**src/rtl/sample_feeder.sv**
```systemverilog
// Purpose : buffers samples in a small FIFO and offers them one at a time on a data_ready/modwait handshake.
// Latency : a write into an empty FIFO at edge N shows data_ready=1 after edge N+1 (if modwait is low).
// Backpres: writes while full are dropped with a one-cycle overrun pulse; an unacknowledged sample is dropped after TIMEOUT cycles.
//
// Ports:
//   clk, n_reset           - clock (rising edge), asynchronous active-low reset
//   wr_en, wr_data         - sample enqueue side
//   full, empty, overrun   - FIFO status (full/empty decode from occupancy; overrun registered)
//   modwait, err           - controller acknowledge/busy and error flag
//   data_ready, sample     - sample offered to the controller
//   timeout                - pulse: offered sample dropped without acknowledge
//   sample_count           - acknowledged samples, wraps
//   err_count              - rising edges of err, saturates at 255
module sample_feeder #(
  parameter int DATA_W  = 16,
  parameter int DEPTH   = 4,
  parameter int TIMEOUT = 8
) (
  input  logic              clk,
  input  logic              n_reset,
  input  logic              wr_en,
  input  logic [DATA_W-1:0] wr_data,
  output logic              full,
  output logic              empty,
  output logic              overrun,
  input  logic              modwait,
  input  logic              err,
  output logic              data_ready,
  output logic [DATA_W-1:0] sample,
  output logic              timeout,
  output logic [7:0]        sample_count,
  output logic [7:0]        err_count
);

  localparam int AW = $clog2(DEPTH);
  localparam int CW = $clog2(TIMEOUT);
  localparam logic [AW:0]   FULL_CNT  = (AW+1)'(DEPTH);
  localparam logic [CW-1:0] WAIT_LAST = CW'(TIMEOUT - 1);

  typedef enum logic [1:0] {IDLE, PRESENT, WAIT_DONE} state_t;

  state_t            r_state;
  state_t            w_next;
  logic [DATA_W-1:0] r_mem [DEPTH];
  logic [AW-1:0]     r_wr_ptr;
  logic [AW-1:0]     r_rd_ptr;
  logic [AW:0]       r_count;
  logic [CW-1:0]     r_wait_cnt;
  logic              r_err_d;
  logic              r_data_ready;
  logic [DATA_W-1:0] r_sample;
  logic              r_overrun;
  logic              r_timeout;
  logic [7:0]        r_sample_count;
  logic [7:0]        r_err_count;

  logic              w_push;
  logic              w_pop;
  logic              w_ack;
  logic              w_to;

  assign full         = (r_count == FULL_CNT);
  assign empty        = (r_count == '0);
  assign overrun      = r_overrun;
  assign data_ready   = r_data_ready;
  assign sample       = r_sample;
  assign timeout      = r_timeout;
  assign sample_count = r_sample_count;
  assign err_count    = r_err_count;

  // A full FIFO rejects the write even when a pop happens on the same edge.
  assign w_push = wr_en && !full;

  always_comb begin
    w_next = r_state;
    w_pop  = 1'b0;
    w_ack  = 1'b0;
    w_to   = 1'b0;
    case (r_state)
      IDLE: begin
        // modwait still high means the controller is busy: hold off.
        if (!empty && !modwait) begin
          w_next = PRESENT;
          w_pop  = 1'b1;
        end
      end
      PRESENT: begin
        if (modwait) begin
          w_next = WAIT_DONE;
          w_ack  = 1'b1;
        end else if (r_wait_cnt == WAIT_LAST) begin
          w_next = IDLE;
          w_to   = 1'b1;
        end
      end
      WAIT_DONE: begin
        if (!modwait) w_next = IDLE;
      end
      default: w_next = IDLE;
    endcase
  end

  // Storage has no reset; occupancy and pointers define validity.
  always_ff @(posedge clk) begin
    if (w_push) r_mem[r_wr_ptr] <= wr_data;
  end

  always_ff @(posedge clk or negedge n_reset) begin
    if (!n_reset) begin
      r_state        <= IDLE;
      r_wr_ptr       <= '0;
      r_rd_ptr       <= '0;
      r_count        <= '0;
      r_wait_cnt     <= '0;
      r_err_d        <= 1'b0;
      r_data_ready   <= 1'b0;
      r_sample       <= '0;
      r_overrun      <= 1'b0;
      r_timeout      <= 1'b0;
      r_sample_count <= '0;
      r_err_count    <= '0;
    end else begin
      r_state <= w_next;

      if (w_push) r_wr_ptr <= r_wr_ptr + 1'b1;
      if (w_pop)  r_rd_ptr <= r_rd_ptr + 1'b1;
      case ({w_push, w_pop})
        2'b10:   r_count <= r_count + 1'b1;
        2'b01:   r_count <= r_count - 1'b1;
        default: r_count <= r_count;
      endcase

      // Counter value is irrelevant outside PRESENT; it is cleared on entry.
      if (w_pop)                   r_wait_cnt <= '0;
      else if (r_state == PRESENT) r_wait_cnt <= r_wait_cnt + 1'b1;

      // sample only changes on a pop, so it stays stable through WAIT_DONE.
      if (w_pop) r_sample <= r_mem[r_rd_ptr];

      r_data_ready <= (w_next == PRESENT);
      r_overrun    <= wr_en && full;
      r_timeout    <= w_to;

      if (w_ack) r_sample_count <= r_sample_count + 1'b1;

      r_err_d <= err;
      if (err && !r_err_d && (r_err_count != 8'hFF))
        r_err_count <= r_err_count + 1'b1;
    end
  end

endmodule

```
**config.mk**
```make
export PLATFORM = sky130hd
export DESIGN_NAME = sample_feeder
export DESIGN_NICKNAME = d
export VERILOG_FILES = /design/src/rtl/sample_feeder.sv
export SDC_FILE = /design/constraint.sdc
export NUM_CORES = 1
export LEC_CHECK = 0
export ABC_CLOCK_PERIOD_IN_PS = 3000
export BUFFER_PORTS_ARGS = -buffer_cell sky130_fd_sc_hd__buf_4
export CORE_ASPECT_RATIO = 1.5
export CORE_MARGIN = 1.5
export CORE_UTILIZATION = 57
export CTS_CLUSTER_DIAMETER = 30
export DETAILED_ROUTE_END_ITERATION = 10
export PLACE_DENSITY_LB_ADDON = 0.25
export SETUP_SLACK_MARGIN = 0.15
export SYNTH_ARGS = -nofsm -noshare
export SYNTH_HDL_FRONTEND = slang
export SYNTH_SLANG_ARGS = --single-unit
```
**constraint.sdc**
```tcl
create_clock -name clk -period 3 [get_ports clk]
set_input_delay 0.45 -clock clk [delete_from_list [all_inputs] [get_ports clk]]
set_output_delay 0.45 -clock clk [all_outputs]
set_load 0.01 [all_outputs]
```
Word-level counts from Yosys, hierarchy flattened --
Memory sizes are Yosys's and may differ from the RTL's. A register that Yosys moved wholly into a read port is not among the register bits. Index checks and enable logic that the tools add are counted.
Storage, ports and cells: input port bits 21, word-level logic and storage cells 58, memories 1, bits in registers 32, output and inout bits 37, memory bits (writable) 64
Memories:
- r_mem | words 4, width 16, rd ports 1, clocked after memory_dff 1, wr ports 1, RTL line 44 | logic [DATA_W-1:0] r_mem [DEPTH];
Operators by class: add/sub/neg operators 7, reduce and logical (&&, ||, !) cells 14, equality and inequality tests 8, multiplexer cells 17
Operators with widths (count):
- $add 8x1->8 const B | 2
- $mux 1 | 9
- $mux 2 | 4
- $ne 8x8->1 const B | 1
- $add 3x1->3 const B | 2
- $eq 2x1->1 const B | 3
- $eq 3x3->1 const B | 2
- $mux 3 | 2
- $pmux 2 s3 | 1
- $pmux 3 s2 | 1
- $logic_and 1x1->1 | 5
- $logic_not 1->1 | 5
- $add 2x1->2 const B | 2
- $eq 2x2->1 const B | 2
- $reduce_bool 2->1 | 2
- $logic_not 3->1 | 1
- $sub 3x1->3 const B | 1
- $logic_not 2->1 | 1

Longest topological paths before layout --
depth in word-level cells 7, depth in mapped cells 9, depth with buffers taken out 9

Worst setup path after synthesis --
Ideal clock, no wire load.
path type register to register, start point register r_count[0], end point register r_count[2], setup time 0.079 ns, stages on the path, launching flop included 10, path buffers 0, clock period less this slack 2.151 ns, data required time 2.921 ns, path slack 0.849 ns, arrival time 2.072 ns, cells stage by stage dfrtp_1 -> nor3b_1 -> nor2b_1 -> inv_1 -> ha_1 -> inv_1 -> fa_1 -> xor2_1 -> nor2_1 -> xor2_1
Between the ends: elaborated cells between the ends (all ways) 14, those cells by class add/sub (2); eq/ne (3); mux (3); reduce/logical (6)
RTL lines:
- start, declared | RTL line 47 | logic [AW:0] r_count;
- start signal, assigned | RTL line 128 | 2'b10: r_count <= r_count + 1'b1;
- start signal, assigned | RTL line 129 | 2'b01: r_count <= r_count - 1'b1;
- start signal, assigned | RTL line 130 | default: r_count <= r_count;
- $eq 3x3->1 (*) | RTL line 62 | assign full = (r_count == FULL_CNT);
- via full | RTL line 23 | output logic full,
- $logic_not 1->1 (*) | RTL line 72 | assign w_push = wr_en && !full;
- $logic_and 1x1->1 (*) | RTL line 72
- $eq 2x1->1 / $eq 2x2->1 (equally long branches) | RTL line 127 | case ({w_push, w_pop})
- $pmux 3 s2 / $reduce_bool 2->1 (equally long branches)
Mark *: on every way through the listed nets, which the timed path passes. The rest lies on a longest branch. A chain may end at the register's enable or synchronous reset.

Worst setup path in the final report --
start point register r_count[0], end point register r_count[2]
Between the ends: word-level cells in the longest chain between the ends 7, elaborated cells between the ends (all ways) 14, those cells by class add/sub (2); eq/ne (3); mux (3); reduce/logical (6)
Ends and longest elaborated chain:
- $logic_not 3->1 | RTL line 63 | assign empty = (r_count == '0);
- $logic_not 1->1 | RTL line 82 | if (!empty && !modwait) begin
- $logic_and 1x1->1 | RTL line 82
- $mux 1 | RTL line 82
- $mux 1 | RTL line 79 | case (r_state)
- $eq 2x1->1 / $eq 2x2->1 (equally long branches) | RTL line 127
- $pmux 3 s2 / $reduce_bool 2->1 (equally long branches)
Parallel ways exist; a longest one is shown, timed or not.

==> flow_metrics.py <==
metrics = {
    "yosys": {
        "yosys_warnings": 0,
        "yosys_most_used_dff": "edfxtp_1",
        "synth_most_common_cell": "edfxtp_1",
        "async_reset_ff_share_pct": 42.9,
        "yosys_register_bits": 112,
        "synth_area_leaders": "edfxtp_1, dfrtp_1, mux4_1",
        "synth.net_count": 289,
        "synth_common_cells": "edfxtp_1, dfrtp_1, mux2_2, nand2_1, ha_1",
        "synthesis.area_mm2": 0.00455,
        "synth_top_area_share_pct": 42.2,
        "ys_seq_area_share_pct": 68.6,
        "synth.distinct_cells": 44,
        "synth.avg_cell_area_um2": 17.7,
        "synth_edf_count": 64,
        "syn_inst": 258,
        "yosysTopAreaCell": "edfxtp_1",
    },
    "clocking": {
        "cts_root_buf": "clkbuf_16",
        "numCtsBuffers": 9,
        "cts.reportedPaths.clkPinSlew_ps": 70,
        "h-tree-depth": 3,
        "clkSinkCount": 112,
        "cts_tree": "yes",
        "cts_setup_buffers": 0,
        "clk_latency_ps": 340,
        "hold_buffers": 0,
        "ctsResizeCount": 0,
        "clockBufferDepth": 2,
    },
    "placement": {
        "dp_hpwl_um": 4820,
        "port_buffers": 57,
        "gp_congestion": 0.790,
    },
    "routing": {
        "first_iter_violations": 95,
        "first_pass_iters": 4,
        "wl_per_cell_um": 16.8,
        "vias": 2355,
        "drc": 0,
        "drt_wl_total_um": 7200,
        "vias_per_cell": 5.49,
        "postRouteAntennaNets": 0,
    },
    "worst_setup_path": {
        "critPathRequiredTime_ps": 3260,
        "startpoint_type": "flop",
        "crit_type": "flop to flop",
        "crit_path_max_fanout": 7,
        "crit_arrival_ps": 2450,
        "reg2reg_from": "r_count[0]$_DFFE_PN0P_",
        "end_kind": "flop",
        "crit_start": "r_count[0]$_DFFE_PN0P_",
    },
    "sta": {
        "finalCriticalPeriod_ps": 2190,
        "relSlewSlack_pct": 46.6,
        "slew_violations": 0,
        "fmax_mhz": 457,
        "rsz0062_at_grt": "no",
        "period_share_pct": 73.0,
        "worst_pin_slew_ps": 801,
        "tns_ps": 0,
        "finalSetupViolCount": 0,
        "fin_skew_ps": 5.14,
        "hold_violations": 0,
    },
    "pwr": {
        "cellPowerDensity_mw_per_mm2": 942,
        "cellLeakagePower_nw": 2.16,
        "peakVddDrop_v": 0.000636,
    },
    "outcome": {
        "status": "finished clean",
    },
    "grt": {
        "gr-total-overflow": 0,
        "grtUsageTotal_pct": 18.4,
        "grt_pass1_wl_um": 11700,
        "grt_start_max_net_pins": 49,
        "grt_pass1_vias": 2368,
        "antenna_found_initial": 0,
    },
    "layout": {
        "nNetsFinal": 353,
        "area_delta_synth_final_pct": 17.2,
        "drive_above_1_share_pct": 31.8,
        "finalCoreUtilization_pct": 69.7,
        "diodes": 0,
    },
    "floorplanning": {
        "die_h_um": 112,
        "dieArea_mm2": 0.00855,
        "rows": 39,
        "die_x_um": 76.0,
        "core_mm2": 0.00766,
        "ioPinCount": 58,
        "initial_core_util_pct": 59.4,
    },
    "worst_hold_path": {
        "hold_path_class": "input port to asynchronous set/reset pin",
    },
    "flow_run": {
        "cap_violations": 0,
    },
}
[kinds of logic (layout without fill, tap and decap cells)]
family / Yosys count / in the layout / share of synthesized area [%]
AOI/OAI and AO/OA: 15 / 15 / 2.12
xor gates and xnor gates: 16 / 16 / 3.08
DFF: 112 / 112 / 68.6
adders and majority gates: 10 / 10 / 2.91
muxes: 38 / 38 / 14.6
buffers and inverters: 15 / 84 / 2.01
and+or+nand+nor: 52 / 52 / 6.68
[final cells by class]
type                       count  area [um2]
tap                          102         128
timing repair buffer          61         458
fill                         532        2320
clock buffer                  14         254
inverter                       7        26.3
clock inverter                 2        10.0
sequential                   112        3120
multi-input combinational    131        1340
[path summary, 6_finish.rpt]
path                                                to  slack, ps  cells after the start
setup / recovery                r_count[2]$_DFFE_PN0P_        810                      9
hold / removal                err_count[2]$_DFFE_PN0P_        120                      1
setup reg to reg                r_count[2]$_DFFE_PN0P_        810                      9
hold reg to reg            sample_count[7]$_DFFE_PN0P_        470                      1
max in group asynchronous      r_wr_ptr[0]$_DFFE_PN0P_       2460                      1
min in group clk                     r_err_d$_DFF_PN0_        240                      1
[layer usage]
metal	routed length (um)	global-route usage [%]	share of wire, %	vias to the layer above
li1	-	-	-	1109
met4	148	9.63	2.1	0
met3	243	2.60	3.4	9
met2	3910	33.5	54	50
met1	2900	21.1	40	1187
met5	0	0	0	-
[flip-flops by register name, summed over array words and instances, names as in the netlist]
| signal | cells |
|---|---|
| err_count | 8 |
| r_mem | 64 |
| overrun | 1 |
| timeout | 1 |
| r_wait_cnt | 3 |
| r_state | 2 |
| r_err_d | 1 |
| sample | 16 |
| sample_count | 8 |
| data_ready | 1 |
| r_wr_ptr | 2 |
| r_count | 3 |
| r_rd_ptr | 2 |
[report_power, final]
part	switching (mW)	internal [mW]
clock network	0.479	0.584
logic	0.655	0.865
registers	0.346	2.10
total	1.48	3.55
[worst max-delay path: stages, from the launching register on]
cell and delay, ps:
dfrtp_1 440, nor3b_1 360, nor2b_1 200, inv_1 100, ha_1 180, inv_1 60, fa_1 370, xor2_1 150
nor2_1 110, xor2_1 150
[placed cells by master (no fill, tap or decap), types with 2 or more instances in the layout]
| master | synthesis | layout |
|---|---|---|
| edfxtp_1 | 64 | 64 |
| buf_4 | 0 | 61 |
| dfrtp_1 | 48 | 48 |
| mux2_2 | 12 | 12 |
| nand2_1 | 11 | 11 |
| ha_1 | 9 | 9 |
| clkbuf_16 | 0 | 9 |
| mux4_2 | 8 | 8 |
| mux2_4 | 8 | 8 |
| mux4_1 | 8 | 8 |
| xnor2_1 | 8 | 8 |
| xor2_1 | 8 | 8 |
| inv_1 | 7 | 7 |
| nand3_1 | 7 | 7 |
| and2_1 | 6 | 6 |
| o21ai_0 | 5 | 5 |
| nand2b_1 | 4 | 4 |
| a21oi_1 | 4 | 4 |
| clkbuf_1 | 2 | 4 |
| nor3_1 | 3 | 3 |
| nor4_1 | 3 | 3 |
| nand4_1 | 3 | 3 |
| nor2b_1 | 2 | 2 |
| a2111oi_0 | 2 | 2 |
| and3_1 | 2 | 2 |
| nor2_1 | 2 | 2 |
| clkinv_2 | 0 | 2 |
[metrics by stage]
stage / instance area (um2) / worst slack [ps] / instances / power, mW / hold WS (ps)
2_1_floorplan: 4550 / 849 / 258 / 3.44 / 154
3_3_place_gp: 5070 / 914 / 413 / 3.97 / 460
3_5_place_dp: 5070 / 797 / 413 / 4.03 / 458
4_1_cts: 5340 / 787 / 429 / 5.11 / 139
5_1_grt: 5340 / 562 / 429 / 5.31 / 173
6_report: 5340 / 810 / 429 / 5.03 / 117
No activity file was read; power rests on OpenSTA's default activity.
